File: src/rtl/pipe_pkg.sv
// Shared definitions for the core's pipeline stage registers: stage state encoding,
// the NOP control value and bit positions used when callers pack their bundles.
package pipe_pkg;

    localparam logic [1:0] ST_EMPTY = 2'd0;
    localparam logic [1:0] ST_BUSY  = 2'd1;
    localparam logic [1:0] ST_FULL  = 2'd2;

    // The encoding doubles as the occupancy count.
    typedef enum logic [1:0] {
        STATE_EMPTY = ST_EMPTY,
        STATE_BUSY  = ST_BUSY,
        STATE_FULL  = ST_FULL
    } state_e;

    localparam int CTRL_W_DEF = 8;
    localparam int DATA_W_DEF = 32;

    localparam logic [CTRL_W_DEF-1:0] CTRL_NOP = '0;

    localparam int CF_REG_WRITE = 0;
    localparam int CF_MEM_WRITE = 1;
    localparam int CF_MEM_READ  = 2;
    localparam int CF_JUMP      = 3;
    localparam int CF_BRANCH    = 4;
    localparam int CF_ALU_SRC   = 5;
    localparam int CF_WB_SEL    = 6;

    localparam int DF_RD_LSB  = 0;
    localparam int DF_RD_W    = 5;
    localparam int DF_IMM_LSB = DF_RD_LSB + DF_RD_W;
    localparam int DF_IMM_W   = 12;
    localparam int DF_PC_LSB  = DF_IMM_LSB + DF_IMM_W;
    localparam int DF_PC_W    = DATA_W_DEF - DF_PC_LSB;

    function automatic logic [CTRL_W_DEF-1:0] pack_ctrl(
        input logic reg_write,
        input logic mem_write,
        input logic mem_read,
        input logic jump,
        input logic branch,
        input logic alu_src,
        input logic wb_sel
    );
        logic [CTRL_W_DEF-1:0] c;
        c = CTRL_NOP;
        c[CF_REG_WRITE] = reg_write;
        c[CF_MEM_WRITE] = mem_write;
        c[CF_MEM_READ]  = mem_read;
        c[CF_JUMP]      = jump;
        c[CF_BRANCH]    = branch;
        c[CF_ALU_SRC]   = alu_src;
        c[CF_WB_SEL]    = wb_sel;
        return c;
    endfunction

endpackage

File: src/rtl/pipe_stage_skid_slot.sv
// One held pipeline entry (control + data). Clear turns the control into a NOP while
// leaving the data untouched, so a bubble keeps the last datapath value on the wires.
module pipe_slot #(
    parameter int DATA_W = 32,
    parameter int CTRL_W = 8
) (
    input  logic              clk,
    input  logic              rst,
    input  logic              load,
    input  logic              clear,
    input  logic [CTRL_W-1:0] in_ctrl,
    input  logic [DATA_W-1:0] in_data,
    output logic [CTRL_W-1:0] out_ctrl,
    output logic [DATA_W-1:0] out_data
);

    logic [CTRL_W-1:0] ctrl_q, ctrl_d;
    logic [DATA_W-1:0] data_q, data_d;

    always_comb begin
        ctrl_d = ctrl_q;
        data_d = data_q;
        if (clear) begin
            ctrl_d = '0;
        end else if (load) begin
            ctrl_d = in_ctrl;
            data_d = in_data;
        end
    end

    // The core's stage registers update on the falling edge.
    always_ff @(negedge clk or posedge rst) begin
        if (rst) begin
            ctrl_q <= '0;
            data_q <= '0;
        end else begin
            ctrl_q <= ctrl_d;
            data_q <= data_d;
        end
    end

    assign out_ctrl = ctrl_q;
    assign out_data = data_q;

endmodule

File: src/rtl/pipe_stage_skid.sv
// Pipeline stage register with valid/ready handshake, flush-to-bubble and an optional
// skid entry that makes in_ready a registered signal.
module pipe_stage_skid #(
    parameter int DATA_W = 32,
    parameter int CTRL_W = 8,
    parameter int SKID   = 1
) (
    input  logic              clk,
    input  logic              rst,
    input  logic              flush,
    input  logic              in_valid,
    output logic              in_ready,
    input  logic [CTRL_W-1:0] in_ctrl,
    input  logic [DATA_W-1:0] in_data,
    output logic              out_valid,
    input  logic              out_ready,
    output logic [CTRL_W-1:0] out_ctrl,
    output logic [DATA_W-1:0] out_data,
    output logic [1:0]        occupancy
);

    import pipe_pkg::*;

    state_e state_q, state_d;

    logic accept;
    logic retire;
    logic main_load;
    logic main_clear;
    logic main_from_skid;
    logic skid_load;

    logic [CTRL_W-1:0] skid_ctrl;
    logic [DATA_W-1:0] skid_data;
    logic [CTRL_W-1:0] main_in_ctrl;
    logic [DATA_W-1:0] main_in_data;

    assign out_valid = (state_q != STATE_EMPTY);
    assign occupancy = state_q;
    assign accept    = in_valid & in_ready;
    assign retire    = out_valid & out_ready;

    always_comb begin
        state_d        = state_q;
        main_load      = 1'b0;
        main_clear     = 1'b0;
        main_from_skid = 1'b0;
        skid_load      = 1'b0;
        if (flush) begin
            state_d    = STATE_EMPTY;
            main_clear = 1'b1;
        end else if (SKID == 0) begin
            if (accept) begin
                main_load = 1'b1;
                state_d   = STATE_BUSY;
            end else if (retire) begin
                main_clear = 1'b1;
                state_d    = STATE_EMPTY;
            end
        end else begin
            case (state_q)
                STATE_EMPTY: begin
                    if (accept) begin
                        main_load = 1'b1;
                        state_d   = STATE_BUSY;
                    end
                end
                STATE_BUSY: begin
                    if (accept && retire) begin
                        main_load = 1'b1;
                    end else if (accept) begin
                        skid_load = 1'b1;
                        state_d   = STATE_FULL;
                    end else if (retire) begin
                        main_clear = 1'b1;
                        state_d    = STATE_EMPTY;
                    end
                end
                STATE_FULL: begin
                    // Upstream is blocked here, so only the skid entry can move.
                    if (retire) begin
                        main_load      = 1'b1;
                        main_from_skid = 1'b1;
                        state_d        = STATE_BUSY;
                    end
                end
                default: begin
                    state_d    = STATE_EMPTY;
                    main_clear = 1'b1;
                end
            endcase
        end
    end

    always_ff @(negedge clk or posedge rst) begin
        if (rst) begin
            state_q <= STATE_EMPTY;
        end else begin
            state_q <= state_d;
        end
    end

    always_comb begin
        main_in_ctrl = main_from_skid ? skid_ctrl : in_ctrl;
        main_in_data = main_from_skid ? skid_data : in_data;
    end

    pipe_slot #(
        .DATA_W(DATA_W),
        .CTRL_W(CTRL_W)
    ) u_main (
        .clk     (clk),
        .rst     (rst),
        .load    (main_load),
        .clear   (main_clear),
        .in_ctrl (main_in_ctrl),
        .in_data (main_in_data),
        .out_ctrl(out_ctrl),
        .out_data(out_data)
    );

    generate
        if (SKID != 0) begin : g_skid
            logic in_ready_q;
            logic in_ready_d;

            assign in_ready_d = (state_d != STATE_FULL);

            always_ff @(negedge clk or posedge rst) begin
                if (rst) begin
                    in_ready_q <= 1'b1;
                end else begin
                    in_ready_q <= in_ready_d;
                end
            end

            assign in_ready = in_ready_q;

            pipe_slot #(
                .DATA_W(DATA_W),
                .CTRL_W(CTRL_W)
            ) u_skid (
                .clk     (clk),
                .rst     (rst),
                .load    (skid_load),
                .clear   (flush),
                .in_ctrl (in_ctrl),
                .in_data (in_data),
                .out_ctrl(skid_ctrl),
                .out_data(skid_data)
            );
        end else begin : g_noskid
            logic unused_skid_load;
            assign unused_skid_load = skid_load;
            assign skid_ctrl        = '0;
            assign skid_data        = '0;
            assign in_ready         = out_ready | ~out_valid;
        end
    endgenerate

endmodule

File: config.mk
export PLATFORM = sky130hd
export DESIGN_NAME = pipe_stage_skid
export DESIGN_NICKNAME = d
export VERILOG_FILES = /design/src/rtl/pipe_pkg.sv /design/src/rtl/pipe_stage_skid_slot.sv /design/src/rtl/pipe_stage_skid.sv
export SDC_FILE = /design/constraint.sdc
export NUM_CORES = 1
export LEC_CHECK = 0
export CORE_ASPECT_RATIO = 0.75
export CORE_MARGIN = 1
export CORE_UTILIZATION = 52
export CTS_CLUSTER_SIZE = 28
export DETAILED_ROUTE_END_ITERATION = 7
export GPL_TIMING_DRIVEN = 0
export HOLD_SLACK_MARGIN = 0.06
export PLACE_DENSITY = 0.84
export SLEW_MARGIN = 20
export SYNTH_ARGS = -nofsm -noshare
export SYNTH_HDL_FRONTEND = slang
export SYNTH_SLANG_ARGS = --single-unit
File: constraint.sdc
create_clock -name clk -period 6.3 [get_ports clk]
set_clock_uncertainty 0.15 [all_clocks]
set_input_delay 0.63 -clock clk [delete_from_list [all_inputs] [get_ports clk]]
set_output_delay 0.63 -clock clk [all_outputs]
set_load 0.005 [all_outputs]
# After elaboration in Yosys (flattened, before gate mapping)
# Index checks and enable logic that the tools add are counted.
# word_totals
reg_bits	83
in_bits	45
out_inout_bits	44
elab_cells	48
# classes
n_mux	27
n_eq_ne	3
bitwise	4
reduce_logical	8
# ops
cell	n
8-bit two-way mux	5
32-bit two-way mux	1
1-bit two-way mux	12
2-bit two-way mux	6
2-bit case mux with 3 select lines	1
2-bit nonzero test	3
2-bit AND reduction	2
1-bit case mux with 3 select lines	1
1-bit AND	2
2-bit by 1-bit equality test with 1-bit output (second input constant)	1
2-bit equality test (second input constant)	1
2-bit logical NOT	1
2-bit inequality test (second input constant)	1
1-bit inverter	2
1-bit case mux with 2 select lines	1
2-bit OR reduction	1
1-bit logical AND	1

# Longest topological paths before layout
# Gate-level depths: netlist (run 1).
# depth
ltp_word	9
ltp_mapped	7
ltp_nobuf	4

# Cells and area by module
# A second synthesis (run 1) with hierarchy kept.
# hier_totals
cells_unflattened	260
area_unflattened_um2	4156.5
# modules_own_cells
mod	seq_area_each_um2	cells_per_inst	n_inst	area_per_inst_um2
pipe_slot	1001.0	96	2	1695.4
pipe_stage_skid	76.3	68	1	765.7

==> results.txt, run 1 <==
The run finished with clean final reports. Entering global routing, the biggest net connects 44 pins. In this run the power spent charging and discharging nets is 346 µW. For the worst-skew pair, the clock arrives at the later sink with an insertion delay of 0.38 ns. The wire length per cell after detailed routing came out at 16.3 µm.

For this design, the sink count on the clock tree is 83. The arrival time reported for the critical path endpoint came out at 2.58 ns. The worst relative slew slack is 36.7%. In this run the critical register-to-register path is captured at u_main.out_data[5]. The total power per unit cell area is 301 mW/mm².

The signal on the critical path passes through clkdlybuf4s50_1 -> nor2b_1 -> buf_2 -> o41ai_4 -> clkbuf_1 -> a31oi_1. In this run the clock root is driven by a clkbuf_8. The maximum number of buffers from clock root to sink came out at 2. The tool flagged a number of max-cap violations equal to 0. The slew at the pin closest to its max-slew limit came out at 0.942 ns. The number of diodes added for antenna fixing is 0. The type of destination of the critical path is a register. The first-pass GRT wire length came out at 13400 µm. Across the VDD grid, the largest voltage drop is 0.000163 V. The placer congestion estimate came out at 0.721. The number of buffers inserted to repair setup after CTS came out at 0. The largest stage delay on the critical path came out at 0.58 ns. On the critical path, the stage with the largest delay is an instance of clkdlybuf4s50_1. The depth of the critical timing path with buffers and inverters included came out at 6.

The mean cell area of the mapped netlist is 11.2 µm². The half-perimeter wire length after placement came out at 5550 µm. In this run, the number of DRC markers left after iteration 0 of detailed routing was 101. By area the synthesized netlist is led by dfrtn_1, mux2_2, nand2_1, a31oi_1, nor2_1.

The final layout contains 456 nets. Setup repair after global routing left no endpoint under its margin. The total wire length after detailed routing is 8070 µm.

The final-report hold violation count is 0. The count of hold buffers inserted by post-cts repair is 0. The dominant register cell in the synthesized netlist is dfrtn_1. The clock tree from TritonCTS is done.

In this run the worst setup path terminates at u_main.out_data[5]. The total global routing track utilization is 24.7%. The launching element of the worst setup path is out_ready. The share of Yosys cell area claimed by the top area cell type came out at 58.8%. The detailed-route via count came out at 2771. The beginning of the worst register-to-register path is in_ready. By startpoint and endpoint, the worst setup path is classified as primary input to register.

The relative contribution of the clock network to total power is 29.3%. The vertical extent of the die came out at 73.0 µm. The antenna violation net count after detailed routing came out at 0. The post-layout utilization of the core came out at 73.6%. The fraction of synthesis flops using an asynchronous set or reset pin came out at 100%. The number of placement rows came out at 25. The effective utilization at floorplan is 54.7%.

The worst slack on hold paths is 0.290 ns. The placeable core area came out at 0.00638 mm². The width of the chip came out at 96.6 µm.

The area overhead of the layout relative to synthesis is 34.5%. The sum of overflow across all layers after global routing is 0. The sum of buffers and inverters on the critical path came out at 3. The number of levels the H-tree was split into is 3. Sequential cells were found to cover 59.5% of the synthesized design area.

The initial antenna violation count is 0. The number of library cell types mapped by synthesis is 24. The clock input transition at the sequential cells of the worst setup and hold paths came out at 0.05 ns.

The combinational group share of total power came out at 20.1%. The via count of the first global-routing pass came to 2790. The max-slew violation count came out at 0. The die area is 0.00705 mm². The total nets after synthesis came out at 357. The kind of cell with the highest combined delay along the critical path is buffers and inverters.

Setup slack on the critical path of the routed design comes to 0.565 ns. The worst register-to-register path has a setup slack of 3.96 ns. The synthesized flop and latch total is 83.

The dominant cell by count in the synthesized netlist is dfrtn_1. The top fanout value on the critical path came out at 10. For this run, the detailed router's first-pass iteration total came to 4. The final-report setup violation count came out at 0. During synthesis, Yosys emitted a total of 0 warnings. The sequential fraction of design power came out at 50.6%.

Ranked by instance count, the synthesized netlist is headed by dfrtn_1, nand2_1, nor2_1. The required time of the critical path is 3.14 ns. Internal power comes to 1.07 mW. During placement, the flow inserted port buffers numbering 87.

The leakage power of the design is 2.07 nW. The worst setup slack before clock tree synthesis is 0.252 ns. The area of the mapped netlist is 0.00349 mm². The TritonCTS buffer count is 9.

The via density per instance is 5.59. The number of gates resized after CTS was 0. In the routed design, unresolved DRC markers number 0. The proportion of layout cells with a drive suffix above 1 came out at 14.2%. The cell depth of the worst flop-to-flop path is 4.

In this run switching power makes up 24.5% of total power. The number of standard cells after synthesis came out at 312. Yosys mapped a number of flops with a built-in enable equal to 0. The min-delay analysis places its worst path in the category register to register.

Summed over all instances, the cell type with the most area after synthesis is dfrtn_1. For this design the top-level I/O count stands at 89. STA classifies the critical path startpoint as a primary input.
[layout by cell type, fill, tap and decap left out]
cell and instances:
clkdlybuf4s50_1 87, dfrtn_1 82, nand2_1 65, nor2_1 36, a31oi_1 32, mux2_2 30
clkbuf_1 13, buf_2 11, clkbuf_8 10, mux2i_1 9, o2bb2ai_1 8, a22o_1 8
a21oi_1 3, nor3_1 3, o21a_1 2, mux2_1 2, bufinv_16 2, nor2b_1 1
nand3b_1 1, nand4bb_1 1, o41ai_4 1, nor4b_4 1, xor2_1 1, or2_2 1
or3_1 1, inv_1 1, inv_4 1, dfstp_2 1, buf_12 1
[cells by family after synthesis]
group | share of synthesized area, %
compound gates | 11.4
xor+xnor | 0.251
buf+inv | 2.87
flops | 59.5
mux | 12.9
simple gates | 13.0
[registers in the layout, indices dropped and copies added, names as in the netlist]
| register | count |
|---|---|
| u_main.out_data | 32 |
| g_skid.u_skid.out_data | 32 |
| g_skid.u_skid.out_ctrl | 8 |
| occupancy | 2 |
| in_ready | 1 |
| u_main.out_ctrl | 8 |
[per-stage QoR]
stage	cell area, µm²	instances	TNS, ns	power (mW)
final	4690	496	0	1.41
after CTS	4690	496	0	1.42
after global placement	4460	480	-74.76	0.989
after detailed placement	4490	481	0	1.01
after global routing	4690	496	0	1.48
after floorplan	3490	312	0	0.845
[per-layer routing]
metal / up-vias / global-route usage (%) / part of all wire [%]
met5: - / 0 / 0
met4: 0 / 6.30 / 1.2
met3: 12 / 9.29 / 5.6
met2: 70 / 39.3 / 48
met1: 1412 / 32.5 / 46
li1: 1277 / - / -
[how the worst min path moves through the flow]
stage,from,depth (start not counted),endpoint,slack [ns]
3_5_place_dp,u_main.out_ctrl[3],1,u_main.out_ctrl[3],0.29
4_1_cts,u_main.out_ctrl[3],1,u_main.out_ctrl[3],0.29
2_1_floorplan,g_skid.u_skid.out_data[0],1,g_skid.u_skid.out_data[0],0.27
6_report,g_skid.u_skid.out_data[0],1,g_skid.u_skid.out_data[0],0.29
3_3_place_gp,u_main.out_ctrl[7],1,u_main.out_ctrl[7],0.28
5_1_grt,g_skid.u_skid.out_data[1],1,g_skid.u_skid.out_data[1],0.31
[power groups by stage]
stage	logic (mW)	clock network (mW)	registers, mW
after floorplan	0.133	0.00199	0.710
after global placement	0.274	0.00199	0.713
after detailed placement	0.287	0.00199	0.720
after CTS	0.287	0.419	0.713
after global routing	0.312	0.442	0.725
final	0.284	0.413	0.714
[area by class of cell]
| class | count | area, µm² |
|---|---|---|
| well taps | 81 | 101 |
| inverters | 1 | 6.26 |
| multi-input cells | 206 | 1310 |
| clock inverters | 3 | 63.8 |
| plain buffers | 21 | 92.6 |
| fillers | 467 | 1690 |
| flip-flops and latches | 83 | 2080 |
| repair buffers | 88 | 891 |
| clock buffers | 13 | 149 |
Note: power is estimated with default switching activity, not from simulation.
==> run 2, diff against run 1 <==
==> constraint.sdc (replaced) <==
create_clock -name clk -period 6.3 [get_ports clk]
set_clock_uncertainty 0.15 [all_clocks]
set_input_delay 1.575 -clock clk [delete_from_list [all_inputs] [get_ports clk]]
set_output_delay 1.575 -clock clk [all_outputs]
set_load 0.005 [all_outputs]
==> results.txt, run 2 (synthesis results as in run 1) <==
The run finished with clean final reports. The required time of the critical path is 4.58 ns. The worst relative slew slack is 52.8%. The switching power share of the total came out at 25.3%.

The die area is 0.00705 mm². The first-pass GRT wire length is 13500 µm. The leading cell type in the layout, fill and taps excluded is clkdlybuf4s50_1. The number of max-cap violations came out at 0.

The switching power is 359 µW. The effective utilization at floorplan came out at 54.7%. The final-report setup violation count is 0. The antenna violation net count after detailed routing came out at 0. The count of placed standard cells including taps is 482. After clock tree synthesis, the clock-pin slew on the worst setup and hold paths is 0.06 ns. Global routing used 24.7% of the available tracks. The count of hold buffers inserted by post-cts repair came out at 0. The DRC marker count from the first detailed-route iteration is 139. The total area inside the core boundary comes to 0.00638 mm². The sum of overflow across all layers after global routing came out at 0. The placer congestion estimate is 0.742. The number of diodes added for antenna fixing is 0. The worst setup slack before clock tree synthesis came out at -0.681 ns. The count of boundary I/O pins is 89. The via count of the first global-routing pass is 2783. The worst setup path is launched from a register. For this design the ratio of total power to cell area is 295 mW/mm². The half-perimeter wire length after placement is 5540 µm. The final-report hold violation count was 0. The remaining design rule violation count is 0. The final cell count without fillers came out at 503. The leakage power of the design is 2.13 nW.

The internal power consumption is 1.06 mW. The worst voltage drop across the vdd grid is 0.000151 V. The clock network burns 29.1% of the power. Signal routing reaches up to met4. For the worst-skew pair, the clock arrives at the later sink with an insertion delay of 0.39 ns.

The detailed-route via count is 2775. The root buffer cell chosen for the clock tree is clkbuf_8. Relative to the synthesized area, the layout overhead comes to 37.8%. The total wire length after detailed routing is 8340 µm. In this run the worst hold path is classified as register to register. The detailed route wirelength on metal2 came out at 3970 µm.

The via density per instance is 5.52. Once routing completed, OpenROAD measured the worst setup slack at 0.0402 ns. The maximum number of buffers from clock root to sink came out at 2.

The sum of routed wire segments on met1 is 3680 µm. The first TritonRoute pass finished after 4 iterations. TritonCTS built the clock tree. The total number of clock tree sinks is 83.

The maximum number of pins on one net before global-route repair came out at 36. The number of levels the H-tree was split into came out at 3. In the final layout, the share of cells above drive strength 1 is 17.8%. Port buffering added 87 buffers. In this run the horizontal extent of the chip is 96.6 µm.

The arrival time reported for the critical path endpoint is 4.53 ns. The vertical extent of the die came out at 73.0 µm. The sequential fraction of design power came out at 50.2%.

Of all nets on the critical path, the largest fanout is 10. Leaving out fill and tap cells, the most frequent cells in the layout are clkdlybuf4s50_1, dfrtn_1, nand2_1. The worst setup path is captured at an output pin. The critical path is of the register to output pin type.

The amount of wire on met3 after detailed routing came out at 513 µm. The layout net count came out at 462. The max-slew violation count came to 0. The initial antenna violation count came out at 0.

At the pin with the least slew margin, the transition time is 0.707 ns. The wire length per cell after detailed routing is 16.6 µm. The number of placement rows came out at 25.

The TritonCTS buffer count is 9. The combinational group share of total power is 20.7%.
## run 2: cell count changes in the layout (fill, tap and decap cells not counted), moves of 3 or more
cell	delta
buf_4	+8
clkbuf_1	-7
buf_2	-6
buf_6	+4
clkbuf_2	+3
clkbuf_4	+3
clkdlybuf4s50_1	-3
clkinvlp_4	+3
dlygate4sd2_1	+3
## run 2: worst paths after layout
check	from	endpoint	slack, ns	cells after the start
max	occupancy[1]	out_valid	0.04	3
min	g_skid.u_skid.out_data[0]	g_skid.u_skid.out_data[0]	0.29	1
max reg2reg	occupancy[0]	g_skid.u_skid.out_data[18]	4.20	7
min reg2reg	g_skid.u_skid.out_data[0]	g_skid.u_skid.out_data[0]	0.29	1
max in group asynchronous	rst	g_skid.u_skid.out_data[28]	0.78	4
min in group asynchronous	rst	g_skid.u_skid.out_data[9]	4.46	2
## run 2: power groups by stage
stage	sequential, mW	combinational, mW	clock, mW
after global routing	0.726	0.322	0.437
after detailed placement	0.719	0.288	0.00199
final	0.714	0.294	0.414
after global placement	0.714	0.273	0.00199
after CTS	0.713	0.294	0.419
after floorplan	0.710	0.133	0.00199
## run 2: critical path, cell delays in order, from the launching register on
cell	delay [ns]
dfrtn_1	0.35
buf_6	0.15
or2_2	0.29
dlygate4sd2_1	0.26
## run 2: metal layers
layer	vias to the layer above	global-route usage (%)
met5	-	0
met4	0	9.78
met3	18	7.28
met2	97	40.0
met1	1363	32.0
li1	1297	-
## run 2: metrics by stage
| step | setup TNS (ns) | area [µm²] | util [%] | power (mW) | hold slack, ns |
|---|---|---|---|---|---|
| finish | 0 | 4810 | 75.4 | 1.42 | 0.286 |
| global route | -0.00000133 | 4810 | 75.4 | 1.49 | 0.298 |
| CTS | 0 | 4780 | 74.9 | 1.43 | 0.285 |
| detailed placement | -41.40 | 4510 | 70.6 | 1.01 | 0.285 |
| global placement | -66.92 | 4470 | 70.0 | 0.990 | 0.280 |
| floorplan | 0 | 3490 | - | 0.845 | 0.269 |
## run 2: timing repair
| item | in CTS | in global routing |
|---|---|---|
| resized for setup | 23 | 2 |
| setup endpoints to repair | 73 | 13 |
| pin swaps | 1 | 0 |
| setup buffers | 3 | 3 |
## run 2: layout make-up
type,instances,area [µm²]
sequential,83,2080
fill,454,1570
multi-input combinational,206,1330
timing repair buffer,95,952
clock buffer,12,135
buffer,20,134
tap,81,101
clock inverter,5,78.8
inverter,1,7.51
==> edit (config.mk and constraints of run 2) <==
`DATA_W` is set to 32 in 2 places; all go to 36.
--- a/src/rtl/pipe_stage_skid_slot.sv
+++ b/src/rtl/pipe_stage_skid_slot.sv
@@ -1,7 +1,7 @@
 // One held pipeline entry (control + data). Clear turns the control into a NOP while
 // leaving the data untouched, so a bubble keeps the last datapath value on the wires.
 module pipe_slot #(
-    parameter int DATA_W = 32,
+    parameter int DATA_W = 36,
     parameter int CTRL_W = 8
 ) (
     input  logic              clk,
--- a/src/rtl/pipe_stage_skid.sv
+++ b/src/rtl/pipe_stage_skid.sv
@@ -1,7 +1,7 @@
 // Pipeline stage register with valid/ready handshake, flush-to-bubble and an optional
 // skid entry that makes in_ready a registered signal.
 module pipe_stage_skid #(
-    parameter int DATA_W = 32,
+    parameter int DATA_W = 36,
     parameter int CTRL_W = 8,
     parameter int SKID   = 1
 ) (
Ports: changed (resized in_data and out_data); port bits go from 89 to 97. The function was not compared with the original's and may differ.
==> edit against run 2 <==
- area after synthesis increased by 14%
- count of clock-buffer cells in the layout decreased by 1
- wire length increased by 12%
- sequential share of layout area decreased by 1.5 points
- sequential cell count increased by 8
- setup slack got worse by 0.0057 ns
- total power increased by 11%
- critical path depth increased by 3
- design area increased by 13%
- largest cell class unchanged
- highest routed layer unchanged
==> edit: results (changes against run 2) <==
The share of synthesized area spent on multiplexers came to 15.2% (+2.3 points). In this run the critical register-to-register path is launched from occupancy[1]. The share of cells above drive strength 1 is 18.2% (+0.41 points).

The combined flip-flop and latch cell area came out at 2280 µm² (+9.6%). The non-clock buffer contribution to total cell area is 23.5% (+0.90 points). The slowest stage of the critical path is the sky130_fd_sc_hd__clkdlybuf4s50_1 cell.

The arrival time of the worst setup path is 3.15 ns (-1.38 ns). The final-layout clock-cell area share came out at 3.94% (-0.50 points). After synthesis, the cell types taking the most area are sky130_fd_sc_hd__dfrtn_1 56%, sky130_fd_sc_hd__mux2_4 11%, sky130_fd_sc_hd__nand2_1 6.9%. The sequential logic power came out at 789 µW (+11%). The count of buffers added by post-CTS timing repair for setup is 5 (+2). The endpoint identified for the worst register-to-register timing path is u_main.out_data[29].

The number of DRC violations after detailed-routing iteration 0 is 102 (-27%). The number of different library cells in the post-synthesis netlist is 29 (+21%). The post-route worst hold slack is 0.283 ns (-0.00254 ns). The filler cell count in the final layout is 509 (+12%). The HPWL after detailed placement is 6460 µm (+17%). The startpoint of the worst setup timing path is in_valid.

The net count reported at finish is 506 (+9.5%). The global-route usage over all layers is 24.6% (-0.14 points). The combinational group share of total power is 23.3% (+2.6 points).

The filler-free cell count of the finished design came to 563 (+12%). The multi-input combinational cell count is 226 (+9.7%). The worst slack after detailed placement is -0.728 ns (-0.0469 ns). The per-instance average area after synthesis came out at 11.7 µm² (+4.7%). The fraction of power consumed by the clock network is 26.5% (-2.6 points). The number of buffers inserted by port buffering is 95 (+9.2%).

The global placer's final weighted congestion came to 0.756 (+1.8%). The critical path's largest stage delay came out at 0.49 ns (+0.14 ns). The compound-gate portion of the synthesized area is 10.6% (-0.81 points). The clock tree buffer count of the final layout is 11 (-1). The number of iterations in the first detailed-routing pass came out at 5 (+1). The worst reg-to-reg path cell count is 8 (+1). The pin count of the biggest net entering global routing came to 28 (-22%). The proportion of total power due to net switching is 25.7% (+0.44 points).

The netlist area before placement came out at 4000 µm² (+14%). The total routed wire length on the met1 layer is 4390 µm (+19%). The net count after synthesis came out at 390 (+9.2%). The routed via count divided by cell count came to 5.40 (-2.1%).

The average wire per standard cell is 16.6 µm (-0.16%). The share of the synthesized netlist area taken by xor and xnor gates is 0.219% (-0.032 points). The area added between synthesis and finish is 36.6%. The met3 wire length is 450 µm (-12%). The final sequential cell count came out at 91 (+9.6%).

The worst slew margin relative to its limit came out at 52.0% (-0.88 points). The leakage power summed over all cells came out at 2.43 nW (+14%). The number of global-route vias before repair was 3050 (+9.6%). The placement-stage cell area came to 5150 µm² (+14%). The worst reg-to-reg setup slack came out at 4.13 ns (-0.07 ns). The proportion of synthesized chip area in sequential cells came out at 57.0% (-2.5 points). The capturing element of the worst setup path is g_skid.u_skid.out_data[22]. The flow ran to the end, and the final reports show no timing, DRC or antenna violations.
[edit: cell types whose count changed in the layout (fill, tap and decap cells not counted), moves of 3 or more]
cell                              delta
sky130_fd_sc_hd__nor2_1              +3
sky130_fd_sc_hd__buf_2               -5
sky130_fd_sc_hd__dfrtn_1             +8
sky130_fd_sc_hd__a31oi_1             +4
sky130_fd_sc_hd__mux2_4             +30
sky130_fd_sc_hd__buf_6               +9
sky130_fd_sc_hd__mux2_2             -26
sky130_fd_sc_hd__clkdlybuf4s50_1     +7
sky130_fd_sc_hd__clkbuf_4            -3
sky130_fd_sc_hd__nand2_1             +8
sky130_fd_sc_hd__clkbuf_2            -3
[edit: layer usage]
metal / GRT usage [%] / vias to the layer above
li1: - / 1416
met1: 33.9 / 1505
met5: 0 / -
met2: 38.6 / 103
met4: 8.17 / 0
met3: 5.32 / 16
